<file path="src/rtl/mc_pkg.sv">
// Shared definitions for the multi-cycle MIPS sequencer.
// Contents:
//   state_t      FSM state encoding, also exported on the debug state port.
//   ins_class_t  instruction class produced by the decoder.
//   OP_* / FN_*  opcode and R-type funct field values.
//   AC_*         alu_code values driven to the datapath ALU.
//   uses_mem()   true for classes that need a data memory access.
package mc_pkg;

    typedef enum logic [2:0] {
        ST_FETCH  = 3'd0,
        ST_DECODE = 3'd1,
        ST_EXEC   = 3'd2,
        ST_MEM    = 3'd3,
        ST_WB     = 3'd4,
        ST_HALT   = 3'd5
    } state_t;

    typedef enum logic [2:0] {
        ALU_R   = 3'd0,
        ALU_I   = 3'd1,
        LW      = 3'd2,
        SW      = 3'd3,
        JR      = 3'd4,
        NOP     = 3'd5,
        ILLEGAL = 3'd6
    } ins_class_t;

    // Opcode field values (ins[31:26])
    localparam logic [5:0] OP_RTYPE = 6'h00;
    localparam logic [5:0] OP_ADDI  = 6'h08;
    localparam logic [5:0] OP_ADDIU = 6'h09;
    localparam logic [5:0] OP_SLTI  = 6'h0A;
    localparam logic [5:0] OP_ANDI  = 6'h0C;
    localparam logic [5:0] OP_ORI   = 6'h0D;
    localparam logic [5:0] OP_LUI   = 6'h0F;
    localparam logic [5:0] OP_LW    = 6'h23;
    localparam logic [5:0] OP_SW    = 6'h2B;

    // R-type funct field values (ins[5:0])
    localparam logic [5:0] FN_SLL  = 6'h00;
    localparam logic [5:0] FN_SRL  = 6'h02;
    localparam logic [5:0] FN_SRA  = 6'h03;
    localparam logic [5:0] FN_JR   = 6'h08;
    localparam logic [5:0] FN_ADD  = 6'h20;
    localparam logic [5:0] FN_ADDU = 6'h21;
    localparam logic [5:0] FN_SUB  = 6'h22;
    localparam logic [5:0] FN_SUBU = 6'h23;
    localparam logic [5:0] FN_AND  = 6'h24;
    localparam logic [5:0] FN_OR   = 6'h25;
    localparam logic [5:0] FN_NOR  = 6'h27;
    localparam logic [5:0] FN_SLT  = 6'h2A;

    // ALU operation codes understood by the datapath
    localparam logic [4:0] AC_ADD   = 5'd0;
    localparam logic [4:0] AC_ADDU  = 5'd1;
    localparam logic [4:0] AC_SUB   = 5'd2;
    localparam logic [4:0] AC_SUBU  = 5'd3;
    localparam logic [4:0] AC_AND   = 5'd4;
    localparam logic [4:0] AC_OR    = 5'd5;
    localparam logic [4:0] AC_NOR   = 5'd6;
    localparam logic [4:0] AC_SLT   = 5'd7;
    localparam logic [4:0] AC_SLL   = 5'd8;
    localparam logic [4:0] AC_SRL   = 5'd9;
    localparam logic [4:0] AC_SRA   = 5'd10;
    localparam logic [4:0] AC_JR    = 5'd11;
    localparam logic [4:0] AC_ANDI  = 5'd13;
    localparam logic [4:0] AC_ORI   = 5'd14;
    localparam logic [4:0] AC_SLTI  = 5'd15;
    localparam logic [4:0] AC_ADDI  = 5'd16;
    localparam logic [4:0] AC_ADDIU = 5'd17;
    localparam logic [4:0] AC_LW    = 5'd18;
    localparam logic [4:0] AC_SW    = 5'd19;
    localparam logic [4:0] AC_LUI   = 5'd20;

    function automatic logic uses_mem(input ins_class_t cls);
        return (cls == LW) || (cls == SW);
    endfunction

endpackage

</file>
<file path="src/rtl/multicycle_ctrl_ins_class.sv">
// Combinational instruction classifier.
// Ports:
//   ins       in  32  instruction register contents
//   cls       out 3   ins_class_t encoding (ALU_R, ALU_I, LW, SW, JR, NOP, ILLEGAL)
//   alu_code  out 5   ALU operation for this instruction
//   reg_des   out 1   destination select: 0 = rd, 1 = rt
//   alu_sel   out 1   ALU B operand: 0 = rt, 1 = immediate
//   dmem_alu  out 1   writeback source: 1 = memory (lw only)
// Illegal encodings return all-zero controls so nothing leaks onto the datapath.
module ins_class
    import mc_pkg::*;
(
    input  logic [31:0] ins,
    output logic [2:0]  cls,
    output logic [4:0]  alu_code,
    output logic        reg_des,
    output logic        alu_sel,
    output logic        dmem_alu
);

    logic [5:0] op_s;
    logic [5:0] fn_s;

    assign op_s = ins[31:26];
    assign fn_s = ins[5:0];

    // Decode opcode/funct into class and static datapath controls
    always_comb begin
        cls      = ILLEGAL;
        alu_code = AC_ADD;
        reg_des  = 1'b0;
        alu_sel  = 1'b0;
        dmem_alu = 1'b0;
        // The all-zero word is sll $0,$0,0; treat it as a nop before funct decode.
        if (ins == 32'd0) begin
            cls = NOP;
        end else if (op_s == OP_RTYPE) begin
            cls = ALU_R;
            case (fn_s)
                FN_ADD:  alu_code = AC_ADD;
                FN_ADDU: alu_code = AC_ADDU;
                FN_SUB:  alu_code = AC_SUB;
                FN_SUBU: alu_code = AC_SUBU;
                FN_AND:  alu_code = AC_AND;
                FN_OR:   alu_code = AC_OR;
                FN_NOR:  alu_code = AC_NOR;
                FN_SLT:  alu_code = AC_SLT;
                FN_SLL:  alu_code = AC_SLL;
                FN_SRL:  alu_code = AC_SRL;
                FN_SRA:  alu_code = AC_SRA;
                FN_JR: begin
                    cls      = JR;
                    alu_code = AC_JR;
                end
                default: begin
                    cls      = ILLEGAL;
                    alu_code = AC_ADD;
                end
            endcase
        end else begin
            cls     = ALU_I;
            reg_des = 1'b1;
            alu_sel = 1'b1;
            case (op_s)
                OP_ANDI:  alu_code = AC_ANDI;
                OP_ORI:   alu_code = AC_ORI;
                OP_SLTI:  alu_code = AC_SLTI;
                OP_ADDI:  alu_code = AC_ADDI;
                OP_ADDIU: alu_code = AC_ADDIU;
                OP_LUI:   alu_code = AC_LUI;
                OP_LW: begin
                    cls      = LW;
                    alu_code = AC_LW;
                    dmem_alu = 1'b1;
                end
                OP_SW: begin
                    cls      = SW;
                    alu_code = AC_SW;
                end
                default: begin
                    cls      = ILLEGAL;
                    alu_code = AC_ADD;
                    reg_des  = 1'b0;
                    alu_sel  = 1'b0;
                end
            endcase
        end
    end

endmodule

</file>
<file path="src/rtl/multicycle_ctrl.sv">
// Multi-cycle sequencer for the MIPS datapath over one shared memory port.
// Parameter:
//   TIMEOUT   consecutive wait cycles on one request before halting (1..255)
// Ports:
//   clk, rst             clock; synchronous active-high reset
//   ins                  instruction register contents
//   mem_ready            outstanding memory request completes this cycle
//   mem_req/mem_iord     request valid; address source (0 = PC, 1 = ALU)
//   mem_wen              memory write, only alongside mem_req
//   pc_wen/ir_wen        PC update and IR load strobes
//   reg_wen              register file write strobe
//   reg_des/dmem_alu/alu_sel/alu_code/jr  datapath controls
//   state                current FSM state (debug)
//   halted/timeout       sticky halt flag and timeout cause
//   retired              completed-instruction counter (wraps)
// Every output is forced to zero while rst is high, so a reset landing
// mid-instruction never lets a strobe through in that cycle.
module multicycle_ctrl
    import mc_pkg::*;
#(
    parameter int unsigned TIMEOUT = 255
) (
    input  logic        clk,
    input  logic        rst,
    input  logic [31:0] ins,
    input  logic        mem_ready,
    output logic        mem_req,
    output logic        mem_iord,
    output logic        mem_wen,
    output logic        pc_wen,
    output logic        ir_wen,
    output logic        reg_wen,
    output logic        reg_des,
    output logic        dmem_alu,
    output logic        alu_sel,
    output logic        jr,
    output logic [4:0]  alu_code,
    output logic [2:0]  state,
    output logic        halted,
    output logic        timeout,
    output logic [31:0] retired
);

    // Last counter value before the limit: the wait cycle that sees it is the TIMEOUT-th.
    localparam logic [7:0] TMO_LAST = 8'(TIMEOUT - 32'd1);

    state_t      state_r;
    state_t      state_nx_s;
    logic [7:0]  wait_cnt_r;
    logic [31:0] retired_r;
    logic        halted_r;
    logic        timeout_r;

    logic [2:0]  cls_raw_s;
    ins_class_t  cls_s;
    logic [4:0]  dec_code_s;
    logic        dec_reg_des_s;
    logic        dec_alu_sel_s;
    logic        dec_dmem_alu_s;

    logic        mem_req_s;
    logic        mem_iord_s;
    logic        mem_wen_s;
    logic        pc_wen_s;
    logic        ir_wen_s;
    logic        reg_wen_s;
    logic        jr_s;
    logic        retire_s;
    logic        set_halt_s;
    logic        set_tmo_s;
    logic        tmo_hit_s;
    logic        static_en_s;

    ins_class u_ins_class (
        .ins      (ins),
        .cls      (cls_raw_s),
        .alu_code (dec_code_s),
        .reg_des  (dec_reg_des_s),
        .alu_sel  (dec_alu_sel_s),
        .dmem_alu (dec_dmem_alu_s)
    );

    assign cls_s = ins_class_t'(cls_raw_s);

    // A request stalls out on the cycle that would make the counter reach TIMEOUT;
    // mem_ready in that same cycle takes priority.
    assign tmo_hit_s = ~mem_ready & (wait_cnt_r == TMO_LAST);

    // Next-state and per-state strobes
    always_comb begin
        state_nx_s = state_r;
        mem_req_s  = 1'b0;
        mem_iord_s = 1'b0;
        mem_wen_s  = 1'b0;
        pc_wen_s   = 1'b0;
        ir_wen_s   = 1'b0;
        reg_wen_s  = 1'b0;
        jr_s       = 1'b0;
        retire_s   = 1'b0;
        set_halt_s = 1'b0;
        set_tmo_s  = 1'b0;
        case (state_r)
            ST_FETCH: begin
                mem_req_s = 1'b1;
                if (mem_ready) begin
                    ir_wen_s   = 1'b1;
                    pc_wen_s   = 1'b1;
                    state_nx_s = ST_DECODE;
                end else if (tmo_hit_s) begin
                    state_nx_s = ST_HALT;
                    set_halt_s = 1'b1;
                    set_tmo_s  = 1'b1;
                end else begin
                    state_nx_s = ST_FETCH;
                end
            end
            ST_DECODE: begin
                case (cls_s)
                    ILLEGAL: begin
                        state_nx_s = ST_HALT;
                        set_halt_s = 1'b1;
                    end
                    NOP: begin
                        state_nx_s = ST_FETCH;
                        retire_s   = 1'b1;
                    end
                    default: state_nx_s = ST_EXEC;
                endcase
            end
            ST_EXEC: begin
                if (cls_s == JR) begin
                    pc_wen_s   = 1'b1;
                    jr_s       = 1'b1;
                    state_nx_s = ST_FETCH;
                    retire_s   = 1'b1;
                end else if (uses_mem(cls_s)) begin
                    state_nx_s = ST_MEM;
                end else begin
                    state_nx_s = ST_WB;
                end
            end
            ST_MEM: begin
                mem_req_s  = 1'b1;
                mem_iord_s = 1'b1;
                mem_wen_s  = (cls_s == SW);
                if (mem_ready) begin
                    if (cls_s == SW) begin
                        state_nx_s = ST_FETCH;
                        retire_s   = 1'b1;
                    end else begin
                        state_nx_s = ST_WB;
                    end
                end else if (tmo_hit_s) begin
                    state_nx_s = ST_HALT;
                    set_halt_s = 1'b1;
                    set_tmo_s  = 1'b1;
                end else begin
                    state_nx_s = ST_MEM;
                end
            end
            ST_WB: begin
                reg_wen_s  = 1'b1;
                state_nx_s = ST_FETCH;
                retire_s   = 1'b1;
            end
            ST_HALT: begin
                state_nx_s = ST_HALT;
            end
            default: begin
                // Unused encodings are treated as a fault and parked in HALT.
                state_nx_s = ST_HALT;
                set_halt_s = 1'b1;
            end
        endcase
    end

    // State register, counters and sticky flags
    always_ff @(posedge clk) begin
        if (rst) begin
            state_r    <= ST_FETCH;
            wait_cnt_r <= 8'd0;
            retired_r  <= 32'd0;
            halted_r   <= 1'b0;
            timeout_r  <= 1'b0;
        end else begin
            state_r <= state_nx_s;
            // Count only stalled requests that stay in the same state.
            if (mem_req_s && !mem_ready && (state_nx_s == state_r)) begin
                wait_cnt_r <= wait_cnt_r + 8'd1;
            end else begin
                wait_cnt_r <= 8'd0;
            end
            if (retire_s) begin
                retired_r <= retired_r + 32'd1;
            end else begin
                retired_r <= retired_r;
            end
            halted_r  <= halted_r | set_halt_s;
            timeout_r <= timeout_r | set_tmo_s;
        end
    end

    // Decoded controls are visible only while an instruction is past FETCH.
    assign static_en_s = (state_r == ST_DECODE) || (state_r == ST_EXEC) ||
                         (state_r == ST_MEM)    || (state_r == ST_WB);

    assign mem_req  = mem_req_s  & ~rst;
    assign mem_iord = mem_iord_s & ~rst;
    assign mem_wen  = mem_wen_s  & ~rst;
    assign pc_wen   = pc_wen_s   & ~rst;
    assign ir_wen   = ir_wen_s   & ~rst;
    assign reg_wen  = reg_wen_s  & ~rst;
    assign jr       = jr_s       & ~rst;
    assign reg_des  = dec_reg_des_s  & static_en_s & ~rst;
    assign alu_sel  = dec_alu_sel_s  & static_en_s & ~rst;
    assign dmem_alu = dec_dmem_alu_s & static_en_s & ~rst;
    assign alu_code = (static_en_s && !rst) ? dec_code_s : 5'd0;
    assign state    = rst ? 3'd0 : state_r;
    assign halted   = halted_r  & ~rst;
    assign timeout  = timeout_r & ~rst;
    assign retired  = rst ? 32'd0 : retired_r;

endmodule
</file>
<file path="config.mk">
export PLATFORM = sky130hd
export DESIGN_NAME = multicycle_ctrl
export DESIGN_NICKNAME = d
export VERILOG_FILES = /design/src/rtl/mc_pkg.sv /design/src/rtl/multicycle_ctrl_ins_class.sv /design/src/rtl/multicycle_ctrl.sv
export SDC_FILE = /design/constraint.sdc
export NUM_CORES = 1
export LEC_CHECK = 0
export CORE_UTILIZATION = 53
export DETAILED_ROUTE_END_ITERATION = 10
export GPL_ROUTABILITY_DRIVEN = 0
export PLACE_DENSITY = 0.86
export RECOVER_POWER = 25
export SLEW_MARGIN = 20
export SYNTH_ARGS = -nofsm -noshare
export SYNTH_HDL_FRONTEND = slang
export SYNTH_HIERARCHICAL = 1
export SYNTH_SLANG_ARGS = --single-unit
export TNS_END_PERCENT = 5
</file>
<file path="constraint.sdc">
create_clock -name clk -period 8.15 [get_ports clk]
set_input_delay 1.63 -clock clk [delete_from_list [all_inputs] [get_ports clk]]
set_output_delay 1.63 -clock clk [all_outputs]
set_load 0.1 [all_outputs]
</file>
Word level (Yosys, flattened, before mapping)
Cells that the tools add are included.

Memories: 0. Bits in writable memories: 0. Memory bits (read-only): 0. Bits of input ports: 35. Latch bits: 0. Register bits after elaboration: 45.

Muxes and demuxes: 44. Reduce and logical (&&, ||, !) cells: 19. Bitwise gates (word level): 19. Shift-type cells: 0. Equal/unequal tests: 31. Div/mod/pow operators: 0. $lt $le $gt $ge: 0. Add/subtract/negate cells: 2. Multipliers: 0.

Operators by type and width (number): 6-bit == test, second input constant (10); 4-bit case mux with 11 select lines (1); 6-bit by 4-bit == test with 1-bit output, second input constant (7); 5-bit case mux with 8 select lines (1); 32-bit by 1-bit adder with 32-bit output, second input constant (1); 32-bit zero test (1); 32-bit 2-to-1 mux (1); 3-bit 2-to-1 mux (10); 1-bit 2-to-1 mux (21); 3-bit == test, second input constant (5); 5-bit 2-to-1 mux (3); 3-bit case mux with 5 select lines (1); 1-bit bitwise AND (14); 3-bit by 2-bit == test with 1-bit output, second input constant (4); 6-bit by 2-bit == test with 1-bit output, second input constant (2); 6-bit zero test (2); 3-bit case mux with 2 select lines (2); 11-bit OR reduction (1); 3-bit case mux with 3 select lines (1); 8-bit by 1-bit adder with 8-bit output, second input constant (1); 8-bit == test, second input constant (1); 8-bit OR reduction (1); 6-bit OR reduction (1); 1-bit logical OR (4); 12 further kinds (19).

Depth between registers and ports, before layout
Gate-level depths: netlist (run 1).

Depth after elaboration: 14. Mapped depth: 13. Mapped depth without buffers: 10.

By module
The synthesis (run 1) kept the hierarchy.

By module, submodules not included: multicycle_ctrl (times used 1, cells each 321, area each 2692.6 sq um); ins_class (times used 1, cells each 90, area each 570.5 sq um).

Least setup slack after synthesis (run 1)
Ideal clock, no wire load.

Path type: input-to-output. Start: input rst. End: output mem_req. Buffers on the path: 0. Data arrival time: 4.722 ns. Path slack: 1.798 ns. Required time: 6.520 ns. Cell stages on the path: 1. Path through: nor4_1.

Word-level cells in the longest chain between the ends: 2.

RTL lines: start, declared (RTL line multicycle_ctrl.sv:24) `input logic rst,`; 1-bit inverter (RTL line multicycle_ctrl.sv:207) `assign mem_req = mem_req_s & ~rst;`; 1-bit bitwise AND (RTL line multicycle_ctrl.sv:207); end, declared (RTL line multicycle_ctrl.sv:27) `output logic mem_req,`.

No other way between the ends.

Worst setup path after layout (run 1)
Start: input ins[26]. End: output pc_wen.

Word-level cells in the longest chain between the ends: 9. Elaborated cells on any way between the ends: 18.

RTL lines: start, declared (RTL line multicycle_ctrl.sv:25) `input logic [31:0] ins,`; 6-bit by 4-bit == test with 1-bit output (RTL line multicycle_ctrl_ins_class.sv:64) `case (op_s)`; 6-bit OR reduction (no line); 3-bit case mux with 3 select lines (RTL line multicycle_ctrl_ins_class.sv:64); 3-bit 2-to-1 mux (RTL line multicycle_ctrl_ins_class.sv:37) `end else if (op_s == OP_RTYPE) begin`; 3-bit 2-to-1 mux * (RTL line multicycle_ctrl_ins_class.sv:35) `if (ins == 32'd0) begin`; net cls_raw_s[0] (RTL line multicycle_ctrl.sv:54) `logic [2:0] cls_raw_s;`; 3-bit == test * (RTL line multicycle_ctrl.sv:131) `if (cls_s == JR) begin`; 1-bit 2-to-1 mux * (RTL line multicycle_ctrl.sv:131); 1-bit case mux with 2 select lines * (RTL line multicycle_ctrl.sv:102) `case (state_r)`; 1-bit bitwise AND * (RTL line multicycle_ctrl.sv:210) `assign pc_wen = pc_wen_s & ~rst;`; end, declared (RTL line multicycle_ctrl.sv:30) `output logic pc_wen,`.

Mark *: on every way through the listed nets, which the timed path passes. The rest lies on a longest branch.

==> results of run 1 <==
worst max-delay path, stage by stage:
cell,delay [ns]
dlygate4sd3_1,0.68
or4_4,0.52
nor4_1,0.57
inv_2,0.07
nor3_1,0.29
a31o_1,0.28
nor3b_1,0.11
and3_1,0.21
or2_2,0.27
clkdlybuf4s50_1,0.96
flip-flops by register name (all words and copies together) (netlist names):
name	cells
halted_r	1
retired_r	32
state_r	3
timeout_r	1
wait_cnt_r	8
cells by family (layout without fill, tap and decap cells):
family | count (synthesis) | in the layout | share of synthesized area [%]
AO/OA/AOI/OAI | 72 | 72 | 17.9
XOR/XNOR | 39 | 39 | 10.5
adder cells (fa/ha/maj) | 3 | 3 | 1.15
buffers and inverters | 39 | 107 | 6.25
flip-flops | 45 | 45 | 27.6
multiplexers | 4 | 4 | 1.34
AND/OR/NAND/NOR | 209 | 209 | 35.2
report_power, final:
part / internal, mW / total [mW] / switching (mW) / leakage, nW
Sequential: 0.223 / 0.230 / 0.00666 / 0.363
Clock: 0.0670 / 0.140 / 0.0730 / 0.0433
Combinational: 0.0398 / 0.112 / 0.0726 / 0.942
cell usage in the layout, fill, tap and decap left out, types with 7 or more instances in the layout:
master,netlist,routed
nand3_1,16,16
nand2_1,23,23
and2_1,12,12
a211oi_1,11,12
dfxtp_1,45,45
a21oi_1,14,14
a2111oi_2,9,9
xnor2_1,32,32
nor2b_1,42,42
xor2_1,7,7
inv_1,10,10
nor4_1,7,8
nor2_1,59,59
nand4_1,11,11
clkdlybuf4s50_1,0,84
o21ai_0,10,10
stage by stage:
step / setup slack [ns] / instance area (sq um)
after detailed placement: 1.39 / 4080
after floorplan: 1.80 / 3260
after CTS: 1.38 / 4170
final: 0.920 / 4140
after global placement: 1.47 / 4080
after global routing: 0.658 / 4140
cell usage after synthesis, drive strengths merged (2+ instances only):
master   count
clkbuf      14
and4         6
mux2         3
o22ai        3
nor2b       42
nor3         6
o22a         2
nand2       23
or4          2
nand2b       4
and3         6
nor3b        4
a22oi        4
and2b        3
and2        12
o21ai       11
a2111oi     11
inv         11
a211oi      13
ha           3
buf         14
dfxtp       45
nand4       12
nor4         8
nand3       16
a31oi        4
nor2        59
xor2         7
xnor2       32
a21oi       14
routing by layer:
metal	track usage, %	vias to the layer above	share of wire, %	routed length [um]
met2	40.4	121	47	3660
met4	10.9	0	2.5	195
met1	30.5	1462	42	3290
met5	0	-	0	0
li1	-	1578	-	-
met3	4.55	20	7.9	616
path summary, 6_finish.rpt:
kind	slack, ns	start	endpoint	cells past startpoint
max reg2reg	5.12	state_r[1]	retired_r[29]	6
min	0.49	wait_cnt_r[0]	wait_cnt_r[0]	1
max	0.92	ins[26]	pc_wen	10
min reg2reg	0.49	wait_cnt_r[0]	wait_cnt_r[0]	1
layout make-up:
cell class	instances	area share, %
Tap cell	75	2.27
Clock inverter	1	0.181
Inverter	11	0.997
Multi-Input combinational cell	327	51.7
Sequential cell	45	21.8
Timing Repair Buffer	89	21.1
Clock buffer	6	1.99
==> out/metrics.cfg, run 1 <==
[status]
status=complete, but fails checks
violations=capacitance limit, slew limit

[worst_setup_path]
end_kind=primary output
worstPathArrival_ns=5.60
worstPathRequired_ns=6.52
crit_type=in -> out
cp_max_fo=10
cp-start-kind=input pin

[layout]
n_antenna_cell=0
fin_nets=517
fin_cells=554
multi_input_area_sq_um=2140
fillCellCount=485
utilization_pct=69.9
layout-drive-gt1-share_pct=6.26
syn2layout_area_growth_pct=26.9
area.sequential_sq_um=901

[sta]
fin_crit_sh_pct=88.7
rsz0062_at_grt=false
finalHoldViolCount=0
slew_violations=31
fin_setup_tns_ns=0
fin_crit_ns=7.23
max-slew-margin-rel_pct=-6.33
skew_ns=0.0129
setup_viol=0
tightest_slew_ns=1.60
hold_ws_ns=0.495
fmax_ghz=0.138

[logic_synthesis]
ys_ff_latch=45
synth_top_area_share_pct=27.6
synth-edff-count=0
syn_area_sq_um=3260
synth.area.top_cells=dfxtp_1 (28%), xnor2_1 (8.6%), nor2b_1 (8.1%)
synth_ff_type=dfxtp_1
synthCells=411
ys_warn_count=6
synth_largest_area_cell=dfxtp_1
synthArstFlopShare_pct=0
synthDistinctLibCells=62
syn_avg_cell_area_sq_um=7.94
yosysSeqAreaShare_pct=27.6
synthesis.nets=449

[detailed_routing]
first_pass_iters=4
ant_nets=0
vias_per_cell=5.74
drt_iter0_markers=107
via_count=3181
routed_wl_mm=7.76
drc=0
wl_per_cell_um=14.0

[clock_tree]
cts_resized=0
htree_levels=2
hold_buffers=0
clk_pin_slew_worst_paths_ns=0.08
clockBufferDepth=2
cts.sinks=45
cts-root-buf=clkbuf_8
cts_tree=built
cts_setup_buffers=0
cts_buffers=5
clk_latency_ns=0.30

[floorplan]
core-area_sq_um=5920
die_h_um=80.5
die_w_um=80.5
fp-row-count=28
start_util_pct=55.1
ios=87
die_area_sq_um=6470

[place]
dp_cells=547
hpwl_mm=5.67
io_buffers=86

[job]
maxCapViolations=1

[power_and_ir_drop]
power_density_nw_per_um2=116
fin_total_pwr_mw=0.482
static-leakage-power_nw=1.35
ir_worst_vdd_v=0.000112

[hold_path]
min_path_type=reg -> reg

[global_routing]
grt_first_pass_wirelength_mm=12.6
gr-total-overflow=0
track_usage_pct=24.4
grt_antenna_before_repair=0
grt_max_degree=51
grt_pass1_vias=2806

Power figures use the tool's default switching activity.
==> run 2: changes to the inputs <==
Settings changed: CORE_UTILIZATION 53 to 40, PLACE_DENSITY 0.86 to 0.68.
==> run 2 against run 1 <==
  * The run still ends with capacitance limit, slew limit left
  * Critical endpoint unchanged
  * Clock skew is 0.0012 ns lower
  * Largest power group unchanged
  * First-iteration DRC count is 21% higher
  * Die area is 32% higher
  * Cell count is 5.1% higher
  * Sequential share of layout area is 0.39 points lower
  * Sequential power hardly changed
  * Global-route usage is 6.5 points lower
==> out/metrics.cfg, run 2 (synthesis gave the netlist of run 1 again) <==
[global_routing]
grt_max_degree=52  ; +2.0%
grt_first_pass_wirelength_mm=12.7  ; +0.50%
grt_antenna_before_repair=0  ; unchanged
track_usage_pct=17.9  ; -6.5 points
gr-total-overflow=0  ; unchanged
grt_pass1_vias=2854  ; +1.7%

[clock_tree]
hold_buffers=0  ; unchanged
cts.sinks=45  ; unchanged
cts_resized=0  ; unchanged
htree_levels=2  ; unchanged
cts-root-buf=clkbuf_8
cts_tree=built
cts_setup_buffers=0  ; unchanged
cts_buffers=5  ; unchanged
clockBufferDepth=2  ; unchanged
clk_pin_slew_worst_paths_ns=0.09  ; about the same
clk_latency_ns=0.30  ; about the same

[detailed_routing]
via_count=3124  ; -1.8%
ant_nets=0  ; unchanged
drc=0  ; unchanged
vias_per_cell=5.37  ; -6.5%
wl_per_cell_um=13.3  ; -5.0%
first_pass_iters=4  ; unchanged
maxUsedRoutingLayer=met4
met1_length_mm=3.66  ; +11%
drt_iter0_markers=130  ; +21%
wl_met2_mm=3.57  ; -2.3%
routed_wl_mm=7.75  ; -0.15%
wl_met3_um=442  ; -28%

[layout]
area.sequential_sq_um=901  ; unchanged
layout_commonest_cell=clkdlybuf4s50_1
stdcell_area_sq_um=4220  ; +1.8%
n_antenna_cell=0  ; unchanged
most-common-layout-cells=clkdlybuf4s50_1 (84), nor2_1 (59), dfxtp_1 (45), nor2b_1 (42), xnor2_1 (32)
largest-register=retired_r
layout-drive-gt1-share_pct=6.46  ; +0.20 points
fin_cells=582  ; +5.1%
largest_reg_flops=32  ; unchanged
multi_input_area_sq_um=2150  ; +0.53%
reg_top3=retired_r: 32 flops, wait_cnt_r: 8 flops, state_r: 3 flops
fillCellCount=774  ; +60%
fin_nets=517  ; unchanged
syn2layout_area_growth_pct=29.2

[place]
dp_cells=574  ; +4.9%
io_buffers=86  ; unchanged
placed_area_sq_um=4110  ; +0.83%
hpwl_mm=5.66  ; -0.11%

[status]
violations=capacitance limit, slew limit
status=complete, but fails checks

[sta]
setup_viol=0  ; unchanged
tightest_slew_ns=2.00  ; +0.410 ns
finalHoldViolCount=0  ; unchanged
max-slew-margin-rel_pct=-33.7  ; -27 points
slew_violations=83  ; +170%
fin_crit_sh_pct=86.9  ; -1.8 points
skew_ns=0.0118  ; -0.00118 ns
rsz0062_at_grt=false
fmax_ghz=0.141  ; +2.1%
fin_setup_tns_ns=0  ; unchanged
fin_crit_ns=7.08  ; -0.150 ns

[power_and_ir_drop]
static-leakage-power_nw=1.36  ; +1.2%
power_density_nw_per_um2=123  ; +5.6%
ir_worst_vdd_v=0.000113  ; +1.4%

[job]
maxCapViolations=2  ; +1

[worst_setup_path]
crit_family=buffers and inverters
worstPathArrival_ns=5.45  ; -0.15 ns
crit_type=in -> out
path_buf_inv=3  ; unchanged
crit_chain=dlygate4sd3_1, nor4_1, nand4_1, o21ai_0, inv_1, a21oi_1, nor3b_1, and3_1, or2_2, clkdlybuf4s50_1
cp-start-kind=input pin
slowest_stage=clkdlybuf4s50_1
end_kind=primary output
cp_max_fo=9  ; -1
slowest_delay_ns=1.12  ; +0.16 ns
worstPathRequired_ns=6.52  ; about the same

[floorplan]
die_w_um=92.3  ; +15%
die_h_um=92.3  ; +15%
ios=87  ; unchanged
start_util_pct=41.8  ; -13 points
fp-row-count=32  ; +14%
core-area_sq_um=7810  ; +32%
die_area_sq_um=8520  ; +32%

[hold_path]
min_path_type=reg -> reg

run 2: cell types whose count changed in the layout (fill, tap and decap cells not counted):
cell and delta:
bufinv_16 +1, a211oi_1 +1, o21ai_2 -1, o21ai_0 +1, nor4_4 +1, a211oi_2 -1
nor4_1 -1, nor3_1 -1, nor3_2 +1
run 2: where the power goes:
part / leakage, nW / internal [mW] / switching [mW]
Sequential: 0.363 / 0.223 / 0.00666
Combinational: 0.943 / 0.0396 / 0.0729
Clock: 0.0574 / 0.0997 / 0.0764
Total: 1.36 / 0.362 / 0.156
run 2: metrics by stage:
stage          worst slack (ns)  utilization, %  hold slack, ns  power, mW
6_report                   1.07            54.0           0.466      0.518
5_1_grt                   0.839            54.0           0.519      0.541
4_1_cts                    1.32            54.2           0.474      0.525
3_5_place_dp               1.33            52.7           0.455      0.348
3_3_place_gp               1.45            52.7           0.449      0.347
2_1_floorplan              1.80               -           0.430      0.315
run 2: cell type report:
| class | count | area share [%] |
|---|---|---|
| Clock inverter | 2 | 0.890 |
| Tap cell | 102 | 3.03 |
| Inverter | 11 | 0.980 |
| Multi-Input combinational cell | 327 | 51.1 |
| Timing Repair Buffer | 89 | 20.7 |
| Sequential cell | 45 | 21.4 |
| Clock buffer | 6 | 1.96 |
run 2: final timing paths:
| kind | startpoint | endpoint | slack [ns] | depth (start not counted) |
|---|---|---|---|---|
| hold / removal | wait_cnt_r[0] | wait_cnt_r[0] | 0.47 | 1 |
| hold reg to reg | wait_cnt_r[0] | wait_cnt_r[0] | 0.47 | 1 |
| setup / recovery | ins[1] | pc_wen | 1.07 | 10 |
| setup reg to reg | state_r[2] | retired_r[24] | 4.93 | 6 |
run 2: metal layers:
| metal | GRT usage [%] | vias to the layer above |
|---|---|---|
| met1 | 22.9 | 1466 |
| met5 | 0 | - |
| met2 | 31.4 | 79 |
| met4 | 3.91 | 0 |
| met3 | 3.20 | 6 |
| li1 | - | 1573 |
run 2: worst reg2reg max path, cell delays in order (launching register included):
cell and delay, ns:
dfxtp_1 0.65, and4b_1 0.29, a32oi_2 0.21, clkbuf_1 1.16
a211oi_1 0.32, nand2_1 0.16, mux2_1 0.32
